$ cat config.mk
export PLATFORM = sky130hd
export DESIGN_NAME = pipe_control
export DESIGN_NICKNAME = d
export VERILOG_FILES = /design/src/rtl/pipe_control.sv
export SDC_FILE = /design/constraint.sdc
export NUM_CORES = 1
export LEC_CHECK = 0
export BUFFER_PORTS_ARGS = -buffer_cell sky130_fd_sc_hd__buf_2
export CAP_MARGIN = 5
export CORE_MARGIN = 2
export CORE_UTILIZATION = 39
export DETAILED_ROUTE_END_ITERATION = 6
export PLACE_DENSITY = 0.79
export SYNTH_ARGS = -nofsm -noshare
export SYNTH_HDL_FRONTEND = slang
export SYNTH_SLANG_ARGS = --single-unit
$ cat constraint.sdc
create_clock -name clk_i -period 1.8 [get_ports clk_i]
set_clock_uncertainty 0.2 [all_clocks]
set_input_delay 0.27 -clock clk_i [delete_from_list [all_inputs] [get_ports clk_i]]
set_output_delay 0.27 -clock clk_i [all_outputs]
set_load 0.03 [all_outputs]
$ cat src/rtl/pipe_control.sv
// ID-stage pipeline control: opcode decode, ID/EX control register, load-use stall FSM.
// Define PIPE_CONTROL_MULDIV_EN to enable multi-cycle multiply/divide occupancy (MDBUSY).
//
// state  | meaning
// IDLE   | normal issue; checks load-use hazard each cycle
// LSTALL | extra load-use bubbles after the first, counted down in cnt
// MDBUSY | multiply/divide occupying EX, counted down in cnt
module pipe_control #(
    parameter int REG_ADDR_W   = 5,
    parameter int LOAD_BUBBLES = 1,
    parameter int MULDIV_LAT   = 4
) (
    input  logic                  clk_i,
    input  logic                  rst_i,
    input  logic                  valid_i,
    input  logic [6:0]            op_i,
    input  logic [6:0]            funct7_i,
    input  logic [REG_ADDR_W-1:0] rs1_i,
    input  logic [REG_ADDR_W-1:0] rs2_i,
    input  logic [REG_ADDR_W-1:0] rd_i,
    input  logic                  flush_i,
    output logic                  stall_o,
    output logic [1:0]            ex_alu_op_o,
    output logic                  ex_alu_src_o,
    output logic                  ex_reg_write_o,
    output logic                  ex_mem_read_o,
    output logic                  ex_mem_write_o,
    output logic                  ex_mem_to_reg_o,
    output logic                  ex_branch_o,
    output logic [REG_ADDR_W-1:0] ex_rd_o,
    output logic                  ex_valid_o
);

`ifdef PIPE_CONTROL_MULDIV_EN
    localparam logic MD_EN = 1'b1;
`else
    localparam logic MD_EN = 1'b0;
`endif

    localparam logic [6:0] OP_RTYPE  = 7'b0110011;
    localparam logic [6:0] OP_ITYPE  = 7'b0010011;
    localparam logic [6:0] OP_LOAD   = 7'b0000011;
    localparam logic [6:0] OP_STORE  = 7'b0100011;
    localparam logic [6:0] OP_BRANCH = 7'b1100011;

    typedef enum logic [1:0] {
        IDLE   = 2'd0,
        LSTALL = 2'd1,
        MDBUSY = 2'd2
    } state_t;

    state_t      r_state;
    state_t      w_state_nxt;
    logic [3:0]  r_cnt;
    logic [3:0]  w_cnt_nxt;
    logic        w_stall;
    logic        w_issue;
    logic        w_hazard;
    logic        w_is_muldiv;

    // Decoded bundle: {alu_op[1:0], alu_src, reg_write, mem_read, mem_write, mem_to_reg, branch}
    logic [7:0]  w_dec;

    always_comb begin
        w_dec = 8'b0000_0000;
        case (op_i)
            OP_RTYPE:  w_dec = 8'b00_0_1_0_0_0_0;
            OP_ITYPE:  w_dec = 8'b01_1_1_0_0_0_0;
            OP_LOAD:   w_dec = 8'b01_1_1_1_0_1_0;
            OP_STORE:  w_dec = 8'b10_1_0_0_1_0_0;
            OP_BRANCH: w_dec = 8'b11_0_0_0_0_0_1;
            default:   w_dec = 8'b0000_0000;
        endcase
    end

    // x0 is never a real producer, so a load to rd=0 cannot create a hazard
    assign w_hazard = valid_i && ex_valid_o && ex_mem_read_o && (ex_rd_o != '0)
                      && ((ex_rd_o == rs1_i) || (ex_rd_o == rs2_i));

    assign w_is_muldiv = (op_i == OP_RTYPE) && (funct7_i == 7'b0000001);

    always_comb begin
        w_state_nxt = r_state;
        w_cnt_nxt   = r_cnt;
        w_stall     = 1'b0;
        w_issue     = 1'b0;
        if (flush_i) begin
            w_state_nxt = IDLE;
            w_cnt_nxt   = 4'd0;
        end else begin
            case (r_state)
                IDLE: begin
                    if (w_hazard) begin
                        w_stall = 1'b1;
                        if (LOAD_BUBBLES > 1) begin
                            w_state_nxt = LSTALL;
                            w_cnt_nxt   = 4'(LOAD_BUBBLES - 1);
                        end
                    end else if (valid_i) begin
                        w_issue = 1'b1;
                        if (MD_EN && w_is_muldiv) begin
                            w_state_nxt = MDBUSY;
                            w_cnt_nxt   = 4'(MULDIV_LAT - 1);
                        end
                    end
                end
                LSTALL, MDBUSY: begin
                    w_stall   = 1'b1;
                    w_cnt_nxt = r_cnt - 4'd1;
                    if (r_cnt <= 4'd1) begin
                        w_state_nxt = IDLE;
                        w_cnt_nxt   = 4'd0;
                    end
                end
                default: begin
                    w_state_nxt = IDLE;
                    w_cnt_nxt   = 4'd0;
                end
            endcase
        end
    end

    always_ff @(posedge clk_i or negedge rst_i) begin
        if (!rst_i) begin
            r_state <= IDLE;
            r_cnt   <= 4'd0;
        end else begin
            r_state <= w_state_nxt;
            r_cnt   <= w_cnt_nxt;
        end
    end

    always_ff @(posedge clk_i or negedge rst_i) begin
        if (!rst_i) begin
            ex_alu_op_o     <= 2'b00;
            ex_alu_src_o    <= 1'b0;
            ex_reg_write_o  <= 1'b0;
            ex_mem_read_o   <= 1'b0;
            ex_mem_write_o  <= 1'b0;
            ex_mem_to_reg_o <= 1'b0;
            ex_branch_o     <= 1'b0;
            ex_rd_o         <= '0;
            ex_valid_o      <= 1'b0;
        end else if (w_issue) begin
            ex_alu_op_o     <= w_dec[7:6];
            ex_alu_src_o    <= w_dec[5];
            ex_reg_write_o  <= w_dec[4];
            ex_mem_read_o   <= w_dec[3];
            ex_mem_write_o  <= w_dec[2];
            ex_mem_to_reg_o <= w_dec[1];
            ex_branch_o     <= w_dec[0];
            ex_rd_o         <= rd_i;
            ex_valid_o      <= 1'b1;
        end else begin
            ex_alu_op_o     <= 2'b00;
            ex_alu_src_o    <= 1'b0;
            ex_reg_write_o  <= 1'b0;
            ex_mem_read_o   <= 1'b0;
            ex_mem_write_o  <= 1'b0;
            ex_mem_to_reg_o <= 1'b0;
            ex_branch_o     <= 1'b0;
            ex_rd_o         <= '0;
            ex_valid_o      <= 1'b0;
        end
    end

    assign stall_o = w_stall && rst_i;

endmodule

==> metrics.md, run 1 <==
| Metric | Value |
|---|---|
| RD Place Congestion | `0.768` |
| Die area | `2080 µm²` |
| WL met1 | `618 µm` |
| Die Ht | `approximately 46 µm` |
| Global-route wire length before repair | `between 2 and 2.5 mm` |
| Fillers | `145` |
| CTS tree | `built` |
| Nets | `152` |
| Worst Setup SP | `ex_rd_o[0]$_DFF_PN0_` |
| Syn Nets | `103` |
| Final TNS setup | `-0.199 ns` |
| YS warnings | `0` |
| Mapped cell area | `677 µm²` |
| IO Pins | `48` |
| Maximum fanout along the worst path | `4` |
| Failing checks | `negative setup slack` |
| Worst R2R Start | `ex_rd_o[0]$_DFF_PN0_` |
| Clock slew at reported path FFs | `0.07 ns` |
| Gate Count Post-Synth | `70` |
| Detailed Route Iter0 Violations | `0` |
| Min-delay src | `rd_i[1]` |
| Die X | `45.7 µm` |
| Routed WL per cell | `11.6 µm` |
| Final count of negative-setup-slack endpoints | `1` |
| Area Growth Syn to Fin | `45.1%` |
| Drt drc | `0` |
| # H-tree levels | `1` |
| Cts bufs inserted | `3` |
| PnR worst setup slack | `-0.199 ns` |
| Placed cells | `roughly 130` |
| Setup CP Type | `reg -> out` |
| Synth top area share | `0.481` |
| Worst Setup Start Kind | `flop` |
| Max-cap violation count | `0` |
| Fin crit period | `2.00 ns` |
| Largest net degree at the start of global routing | `14` |
| Clk root buf | `clkbuf_4` |
| Routed Antenna Nets | `0` |
| Worst Hold Class | `in -> reg` |
| Critical Path RT | `1.33 ns` |
| Arr. time, crit path | `roughly 1.5 ns` |
| Netlist cell types | `18` |
| Total congestion overflow | `0` |
| Proportion of layout cells with a drive suffix above 1 | `0.483` |
| Fmax | `0.500 GHz` |
| Type of element capturing the critical path | `primary output` |
| Final hold slack | `approximately 0.014 ns` |
| Starting density of the core | `0.405` |
| # rows | `15` |
| Cell taking the most area after synthesis | `dfrtp_1` |
| # port buffers | `40` |
| Pwr dens | `just over 600 nW/µm²` |
| Slew @ Worst Pin | `about 0.34 ns` |
| Tcrit/Tclk final | `1.11` |
| Finished Layout Cells | `135` |
| Syn_area_per_cell | `just under 10 µm²` |
| DP HPWL | `1.25 mm` |
| RSZ-0062 raised after global routing | `yes` |
| WL met2 | `between 800 and 900 µm` |
| Via count | `667` |
| Final Max Slew Viols | `0` |
| Met3 wire len | `slightly above 100 µm` |
| Max_slew headroom | `0.775` |
| Final Hold Viols | `0` |
| Largest cells by area after synthesis | `dfrtp_1 (48%), xnor2_1 (13%), a21oi_1 (8.9%)` |
| Clock Latency Late Sink | `0.26 ns` |
| Leak pwr | `0.498 nW` |
| Initial antenna violation count | `0` |
| Flops & latches, synth | `13` |
| Sequential fraction of the synthesis area | `0.481` |
| Vias per cell | `slightly below 5` |
| Top sig layer | `met3` |
| Total wire length | `1.57 mm` |
| GRT Util Overall | `0.159` |
| Clk buf depth | `2` |
| Core Box Area | `1670 µm²` |
| Num Clock Sinks | `13` |
| VDD IR max | `0.413 mV` |
| Diodes inserted | `0` |
| Initial DRT Pass Iterations | `1` |
| Vias in the first global route | `599` |
| Status | `finished with violations` |
cells in the final DEF, fill, tap and decap left out:
cell | netlist | layout
nor2_1 | 4 | 4
nand4_1 | 3 | 3
nor3_1 | 1 | 1
clkbuf_1 | 0 | 1
xnor2_1 | 10 | 9
dfrtp_2 | 0 | 5
a21boi_0 | 1 | 1
a211oi_1 | 2 | 2
dlygate4sd3_1 | 0 | 3
xnor2_2 | 0 | 1
nor2b_1 | 2 | 2
nor3_2 | 1 | 1
o22ai_2 | 1 | 1
a21oi_1 | 12 | 12
and4b_2 | 0 | 1
nand3_1 | 4 | 4
nand4b_1 | 1 | 1
buf_6 | 1 | 1
nand2_1 | 10 | 10
clkbuf_4 | 0 | 3
buf_2 | 1 | 39
dfrtp_1 | 13 | 8
buf_4 | 2 | 5
timing repair:
action / 4_1_cts / 5_1_grt
pin swaps: 3 / 1
endpoints found under the hold margin: 15 / 0
gates resized for setup: 2 / 1
endpoints found under the setup margin: 1 / 1
hold buffers: 3 / 0
setup buffers: 1 / 0
report_power, final:
part	internal (mW)	switching (mW)
Sequential	0.299	0.00706
Clock	0.0856	0.0832
Combinational	0.0579	0.0602
registers in the layout (all words and copies together) (netlist names):
| register | flops |
|---|---|
| ex_branch_o | 1 |
| ex_rd_o | 5 |
| ex_alu_src_o | 1 |
| ex_alu_op_o | 2 |
| ex_reg_write_o | 1 |
| ex_mem_to_reg_o | 1 |
| ex_mem_write_o | 1 |
| ex_valid_o | 1 |
kinds of logic (layout without fill, tap and decap cells):
group | Yosys count | in the layout | share of synthesized area
AOI/OAI and AO/OA | 16 | 16 | 0.140
DFF | 13 | 13 | 0.481
buffers and inverters | 4 | 52 | 0.0462
xor gates and xnor gates | 10 | 10 | 0.129
and+or+nand+nor | 27 | 27 | 0.203
area by class of cell:
class | count | area [µm²] | share of cell area
flip-flops and latches | 13 | 332 | 0.338
multi-input cells | 53 | 329 | 0.335
repair buffers | 48 | 274 | 0.279
clock buffers | 4 | 26.3 | 0.0268
well taps | 17 | 21.3 | 0.0217
final timing paths:
path / endpoint / slack (ns) / depth (start not counted)
hold / removal: ex_rd_o[1]$_DFF_PN0_ / 0.01 / 3
max in group asynchronous: ex_rd_o[4]$_DFF_PN0_ / 0.95 / 3
hold reg to reg: ex_branch_o$_DFF_PN0_ / 0.65 / 4
setup reg to reg: ex_valid_o$_DFF_PN0_ / 0.29 / 5
setup / recovery: stall_o / -0.20 / 5
min in group asynchronous: ex_rd_o[3]$_DFF_PN0_ / 0.28 / 3
per-layer routing:
metal / vias up / GRT usage
met5: - / 0
met4: 0 / 0.0882
met3: 0 / 0.0317
met2: 27 / 0.304
met1: 302 / 0.155
li1: 338 / -
stage by stage:
| stage | utilization | worst slack, ns | power [mW] | cell area [µm²] |
|---|---|---|---|---|
| 2_1_floorplan | - | 0.0117 | 0.369 | 684 |
| 3_3_place_gp | 0.542 | 0.0440 | 0.418 | 905 |
| 3_5_place_dp | 0.542 | 0.00455 | 0.423 | 905 |
| 4_1_cts | 0.584 | -0.228 | 0.602 | 975 |
| 5_1_grt | 0.588 | -0.279 | 0.624 | 982 |
| 6_report | 0.588 | -0.199 | 0.592 | 982 |
critical path, cell delays in order (launching register included):
cell     delay (ns)
dfrtp_2        0.44
xnor2_1        0.15
nand3_1        0.11
o22ai_2        0.17
and4b_2        0.26
buf_6          0.13
cell usage after synthesis:
| cell type | count |
|---|---|
| dfrtp_1 | 13 |
| a211oi_1 | 2 |
| buf_6 | 1 |
| o22ai_2 | 1 |
| xnor2_1 | 10 |
| nand3_1 | 4 |
| buf_4 | 2 |
| nor2_1 | 4 |
| a21boi_0 | 1 |
| nor3_1 | 1 |
| nand4_1 | 3 |
| nand4b_1 | 1 |
| buf_2 | 1 |
| and4b_1 | 1 |
| nor3_2 | 1 |
| nand2_1 | 10 |
| nor2b_1 | 2 |
| a21oi_1 | 12 |
No activity file was read; power rests on OpenSTA's default activity.
==> run 2, diff against run 1 <==
clock period = 2 ns   (was 1.8 ns; I/O delays follow)
==> run 2 against run 1 <==
The flow still finishes with violations (negative setup slack). Combinational power is 9% lower. Register-to-register slack better by 0.08 ns. Sequential cell count did not move. Clock power fell by 5%. Sequential share of layout area fell by 0.34 points. Clock-buffer cell count stayed put. Largest cell class is now multi-input gates. Hold slack improved by 0.015 ns. Via count is 2.5% higher. Final cell count unchanged. Total power shrank 8.7%. Global-route usage is 1.3 points higher.
==> metrics.md, run 2 (synthesized netlist as in run 1, its figures left out) <==
| Metric | Value |
|---|---|
| Clock Latency Late Sink | `0.27 ns (about the same)` |
| Most used cell, CP | `buf_6` |
| Worst Hold Class | `in -> reg` |
| Arr. time, crit path | `1.55 ns (+0.02 ns)` |
| DP HPWL | `1.23 mm (-1.7%)` |
| Global-route wire length before repair | `2.48 mm (+7.8%)` |
| CP Buf/Inv Count | `2 (+1)` |
| Slew @ Worst Pin | `0.335 ns (-0.00107 ns)` |
| Die Ht | `45.7 µm (unchanged)` |
| Slowest cell on the critical path | `dfrtp_1` |
| Register with the most flip-flops | `ex_rd_o` |
| Routed WL per cell | `11.8 µm (+1.7%)` |
| # H-tree levels | `1 (unchanged)` |
| Largest net degree at the start of global routing | `14 (unchanged)` |
| Worst-path cell chain | `buf_6 -> xnor2_2 -> nand2_1 -> o22ai_2 -> and4b_1 -> buf_6` |
| # rows | `15 (unchanged)` |
| PnR worst setup slack | `-0.0479 ns (+0.151 ns)` |
| Fmax | `around 0.49 GHz` |
| Clk buf depth | `2 (unchanged)` |
| Setup CP Type | `reg -> out` |
| Final Hold Viols | `0 (unchanged)` |
| Worst Setup Start Kind | `flop` |
| Clk root buf | `clkbuf_4` |
| Die area | `2080 µm² (unchanged)` |
| Top delay family on crit path | `flip-flops` |
| Worst path max stage delay | `0.42 ns (-0.02 ns)` |
| VDD IR max | `0.288 mV (-30%)` |
| Tot Pwr | `0.541 mW (-8.7%)` |
| Finished Layout Cells | `135 (unchanged)` |
| Max reg flops | `5 (unchanged)` |
| Max-cap violation count | `0 (unchanged)` |
| Num Clock Sinks | `13 (unchanged)` |
| Die X | `45.7 µm (unchanged)` |
| Nets | `152 (unchanged)` |
| Commonest cells after routing, fill and taps aside | `buf_2 (39), dfrtp_1 (13), a21oi_1 (12)` |
| Core Box Area | `1670 µm² (unchanged)` |
| GRT Util Overall | `0.172 (+0.0128)` |
| Commonest non-fill, non-tap cell in the layout | `buf_2` |
| Starting density of the core | `0.405 (unchanged)` |
| Initial DRT Pass Iterations | `3 (+2)` |
| Cts bufs inserted | `3 (unchanged)` |
| Final Max Slew Viols | `0 (unchanged)` |
| Proportion of layout cells with a drive suffix above 1 | `0.449 (-0.0339)` |
| Total congestion overflow | `0 (unchanged)` |
| Type of element capturing the critical path | `primary output` |
| Tcrit/Tclk final | `1.02` |
| Vias in the first global route | `621 (+3.7%)` |
| IO Pins | `48 (unchanged)` |
| Via count | `684 (+2.5%)` |
| Initial antenna violation count | `0 (unchanged)` |
| Leak pwr | `0.509 nW (+2.1%)` |
| RD Place Congestion | `0.797 (+3.9%)` |
| Diodes inserted | `0 (unchanged)` |
| Vias per cell | `5.07 (+2.5%)` |
| RSZ-0062 raised after global routing | `yes` |
| Final count of negative-setup-slack endpoints | `1 (unchanged)` |
| Clock slew at reported path FFs | `0.07 ns (about the same)` |
| CTS tree | `built` |
| Pwr dens | `556 nW/µm² (-7.9%)` |
| Failing checks | `negative setup slack` |
| Status | `finished with violations` |
| Drt drc | `0 (unchanged)` |
| Fin crit period | `2.05 ns` |
| Placed cells | `127 (unchanged)` |
| Regs by FF count | `ex_rd_o: 5 flops, ex_alu_op_o: 2 flops` |
| # port buffers | `40 (unchanged)` |
| Routed Antenna Nets | `0 (unchanged)` |
| Total wire length | `1.59 mm (+1.7%)` |
| Maximum fanout along the worst path | `3 (-1)` |
| Detailed Route Iter0 Violations | `8 (+8)` |
| Max_slew headroom | `0.776 (about the same)` |
| Area Growth Syn to Fin | `43.8%` |
| Critical Path RT | `1.50 ns (+0.17 ns)` |
==> run 2: worst paths after layout <==
kind | start | endpoint | slack [ns] | cells after the start
max in group asynchronous | rst_i | ex_valid_o$_DFF_PN0_ | 1.14 | 3
max reg2reg | ex_rd_o[1]$_DFF_PN0_ | ex_mem_write_o$_DFF_PN0_ | 0.37 | 7
min reg2reg | ex_valid_o$_DFF_PN0_ | ex_alu_op_o[1]$_DFF_PN0_ | 0.66 | 4
min | rd_i[0] | ex_rd_o[0]$_DFF_PN0_ | 0.03 | 3
max | ex_rd_o[1]$_DFF_PN0_ | stall_o | -0.05 | 6
min in group asynchronous | rst_i | ex_rd_o[1]$_DFF_PN0_ | 0.30 | 3
==> run 2: power by group <==
part / total (mW) / internal, mW / switching [mW]
Clock: 0.160 / 0.0774 / 0.0827
Combinational: 0.107 / 0.0521 / 0.0553
Sequential: 0.273 / 0.268 / 0.00548
Total: 0.541 / 0.397 / 0.144
==> run 2: tightest hold or removal path: stages <==
cell	delay, ns
buf_2	0.09
nand2_1	0.04
a21oi_1	0.03
==> run 2: metrics by stage <==
stage          TNS [ns]  cell area [µm²]   util  setup slack [ns]  hold slack, ns
2_1_floorplan         0              677      -            0.0555          -0.196
4_1_cts         -0.0587              973  0.583           -0.0587          0.0180
6_report        -0.0479              973  0.583           -0.0479          0.0294
3_3_place_gp          0              897  0.537             0.206          0.0565
3_5_place_dp          0              897  0.537             0.160          0.0693
5_1_grt          -0.148              973  0.583            -0.148          0.0362
==> run 2: what timing repair did <==
action	4_1_cts	5_1_grt
endpoints found under the setup margin	1	1
hold buffers	1	0
pin swaps	10	3
hold endpoints to repair	13	0
resized for setup	4	0
buffers inserted	3	0
==> run 2: layer usage <==
metal	global-route usage	wire, µm	vias to the layer above
li1	-	-	337
met1	0.194	635	319
met2	0.301	858	26
met3	0.0238	93	2
met4	0.106	5	0
met5	0	0	-
==> run 2: cell type report <==
type | count | area (µm²)
multi-input cells | 53 | 328
flip-flops and latches | 13 | 325
fillers | 165 | 697
repair buffers | 48 | 273
well taps | 17 | 21.3
clock buffers | 4 | 26.3
==> run 3, diff against run 2 <==
CAP_MARGIN = 30   (was 5)
RECOVER_POWER = 50   (was default)
clock period = 2.1 ns   (was 2 ns; I/O delays follow)
==> run 3 against run 2 <==
The run now ends clean. Critical path depth down 1. Clock power down 4%. Design area down 4.0%. Die area unchanged. Final cell count down 1.5%. Hold slack better by 0.016 ns. Sequential share of layout area up 1.4 points. Largest cell class is now flip-flops and latches. Via count down 0.44%. Combinational power down 11%.
==> metrics.md, run 3 (synthesized netlist as in run 1, its figures left out) <==
| Metric | Value |
|---|---|
| CP Buf/Inv Count | `1 (-1)` |
| RD Place Congestion | `0.797 (about the same)` |
| Final Max Slew Viols | `0 (unchanged)` |
| IO Pins | `48 (unchanged)` |
| Routed WL per cell | `11.7 µm (-0.79%)` |
| Type of element capturing the critical path | `primary output` |
| WHS Endpoint | `ex_rd_o[2]$_DFF_PN0_` |
| Die area | `2080 µm² (unchanged)` |
| Global-route wire length before repair | `2.37 mm (-4.2%)` |
| Clk root buf | `clkbuf_4` |
| Commonest non-fill, non-tap cell in the layout | `buf_2` |
| Clock slew at reported path FFs | `0.08 ns (about the same)` |
| Initial DRT Pass Iterations | `3 (unchanged)` |
| Worst Hold Class | `in -> reg` |
| Worst path max stage delay | `0.43 ns (about the same)` |
| CTS tree | `built` |
| Final count of negative-setup-slack endpoints | `0 (-1)` |
| RSZ-0062 raised after global routing | `yes` |
| GRT Util Overall | `0.167 (-0.00538)` |
| Clk buf depth | `2 (unchanged)` |
| Min-delay src | `rd_i[2]` |
| # port buffers | `40 (unchanged)` |
| R2R setup slack | `0.55 ns (+0.18 ns)` |
| Largest net degree at the start of global routing | `14 (unchanged)` |
| Fin crit period | `2.09 ns` |
| Nets | `150 (-1.3%)` |
| Proportion of layout cells with a drive suffix above 1 | `0.362 (-0.0871)` |
| Fmax | `about 0.48 GHz` |
| Area Growth Syn to Fin | `38.1%` |
| Num Clock Sinks | `13 (unchanged)` |
| Setup CP Type | `reg -> out` |
| Pwr dens | `544 nW/µm² (-2.1%)` |
| Slowest cell on the critical path | `dfrtp_1` |
| Max_slew headroom | `0.555 (-0.221)` |
| Post-layout util | `0.560 (-0.0232)` |
| Leak pwr | `0.459 nW (-9.7%)` |
| Total congestion overflow | `0 (unchanged)` |
| Total wire length | `1.56 mm (-2.3%)` |
| # H-tree levels | `1 (unchanged)` |
| Clock Latency Late Sink | `0.27 ns (about the same)` |
| CP Depth | `5 (-1)` |
| R2R cell count | `5 (-2)` |
| Max reg flops | `5 (unchanged)` |
| Commonest cells after routing, fill and taps aside | `buf_2 (32), dfrtp_1 (13), a21oi_1 (12)` |
| Die X | `45.7 µm (unchanged)` |
| Final hold slack | `0.0455 ns (+0.0161 ns)` |
| Starting density of the core | `0.405 (unchanged)` |
| Slew @ Worst Pin | `0.668 ns (+0.333 ns)` |
| Maximum fanout along the worst path | `4 (+1)` |
| Final Hold Viols | `0 (unchanged)` |
| Initial antenna violation count | `0 (unchanged)` |
| Arr. time, crit path | `1.58 ns (+0.03 ns)` |
| R2R Path End | `ex_mem_write_o$_DFF_PN0_` |
| Critical Path RT | `1.58 ns (+0.08 ns)` |
| Worst-path cell chain | `xnor2_1 -> nand3_1 -> o22ai_2 -> and4b_1 -> buf_6` |
| Diodes inserted | `0 (unchanged)` |
| Core Box Area | `1670 µm² (unchanged)` |
| Max-cap violation count | `0 (unchanged)` |
| VDD IR max | `0.261 mV (-9.4%)` |
| Die Ht | `45.7 µm (unchanged)` |
| Drt drc | `0 (unchanged)` |
| Detailed Route Iter0 Violations | `5 (-3)` |
| Cts bufs inserted | `3 (unchanged)` |
| Worst Hold Path Cells | `3 (unchanged)` |
| Status | `completed` |
| Vias in the first global route | `607 (-2.3%)` |
| Top delay family on crit path | `flip-flops` |
| Worst Setup Start Kind | `flop` |
| Vias per cell | `5.12 (+1.1%)` |
| Tcrit/Tclk final | `0.996` |
| Register with the most flip-flops | `ex_rd_o` |
| # rows | `15 (unchanged)` |
| Worst R2R Start | `ex_rd_o[1]$_DFF_PN0_` |
| Routed Antenna Nets | `0 (unchanged)` |
| Regs by FF count | `ex_rd_o: 5 flops, ex_alu_op_o: 2 flops` |
| Via count | `681 (-0.44%)` |
| DP HPWL | `1.24 mm (+1.4%)` |
-- run 3: cell count changes in the layout (fill, tap and decap cells not counted) --
cell | before | now
buf_2 | 39 | 32
xnor2_1 | 9 | 10
xnor2_2 | 1 | 0
buf_4 | 6 | 4
buf_6 | 2 | 1
clkbuf_1 | 1 | 9
-- run 3: tightest hold or removal path, delay by kind of cell --
family / cells / cell delay (ns)
AO/OA/AOI/OAI: 1 / 0.03
AND/OR/NAND/NOR: 1 / 0.04
buffers and inverters: 1 / 0.09
-- run 3: metrics by stage --
step | cell area [µm²] | instances | total power, mW | setup WS [ns] | setup TNS, ns
5_1_grt | 935 | 133 | 0.530 | -0.0791 | -0.0791
4_1_cts | 936 | 132 | 0.518 | 0.00383 | 0
6_report | 935 | 133 | 0.509 | 0.00940 | 0
3_3_place_gp | 897 | 127 | 0.358 | 0.291 | 0
3_5_place_dp | 897 | 127 | 0.360 | 0.249 | 0
2_1_floorplan | 677 | 70 | 0.315 | 0.140 | 0
-- run 3: what timing repair did --
action,4_1_cts,5_1_grt
endpoints found under the setup margin,1,1
buffers inserted,0,1
resized for setup,1,1
hold buffers,1,0
endpoints found under the hold margin,13,0
pin swaps,2,4
-- run 3: cell type report --
class,count,area [µm²]
Tap cell,17,21.3
Clock buffer,4,26.3
Multi-Input combinational cell,53,320
Timing Repair Buffer,46,241
Sequential cell,13,325
Fill cell,168,736
-- run 3: power breakdown --
part / total [mW] / internal (mW) / switching (mW)
logic: 0.0951 / 0.0448 / 0.0503
registers: 0.260 / 0.255 / 0.00526
clock network: 0.153 / 0.0736 / 0.0794
total: 0.509 / 0.374 / 0.135
-- run 3: how the worst max path moves through the flow --
stage	startpoint	end	slack, ns
after CTS	ex_rd_o[0]$_DFF_PN0_	stall_o	0.004
after global routing	ex_rd_o[4]$_DFF_PN0_	stall_o	-0.08
final	ex_rd_o[0]$_DFF_PN0_	stall_o	0.009
after global placement	ex_rd_o[0]$_DFF_PN0_	stall_o	0.29
after floorplan	ex_rd_o[4]$_DFF_PN0_	stall_o	0.14
after detailed placement	ex_rd_o[1]$_DFF_PN0_	stall_o	0.25
-- run 3: layer usage --
metal  global-route usage  vias to the layer above  wire length, µm
li1                     -                      334                -
met1                0.181                      316              593
met2                0.293                       29              832
met3               0.0317                        2              122
met4                0.106                        0                9
met5                    0                        -                0
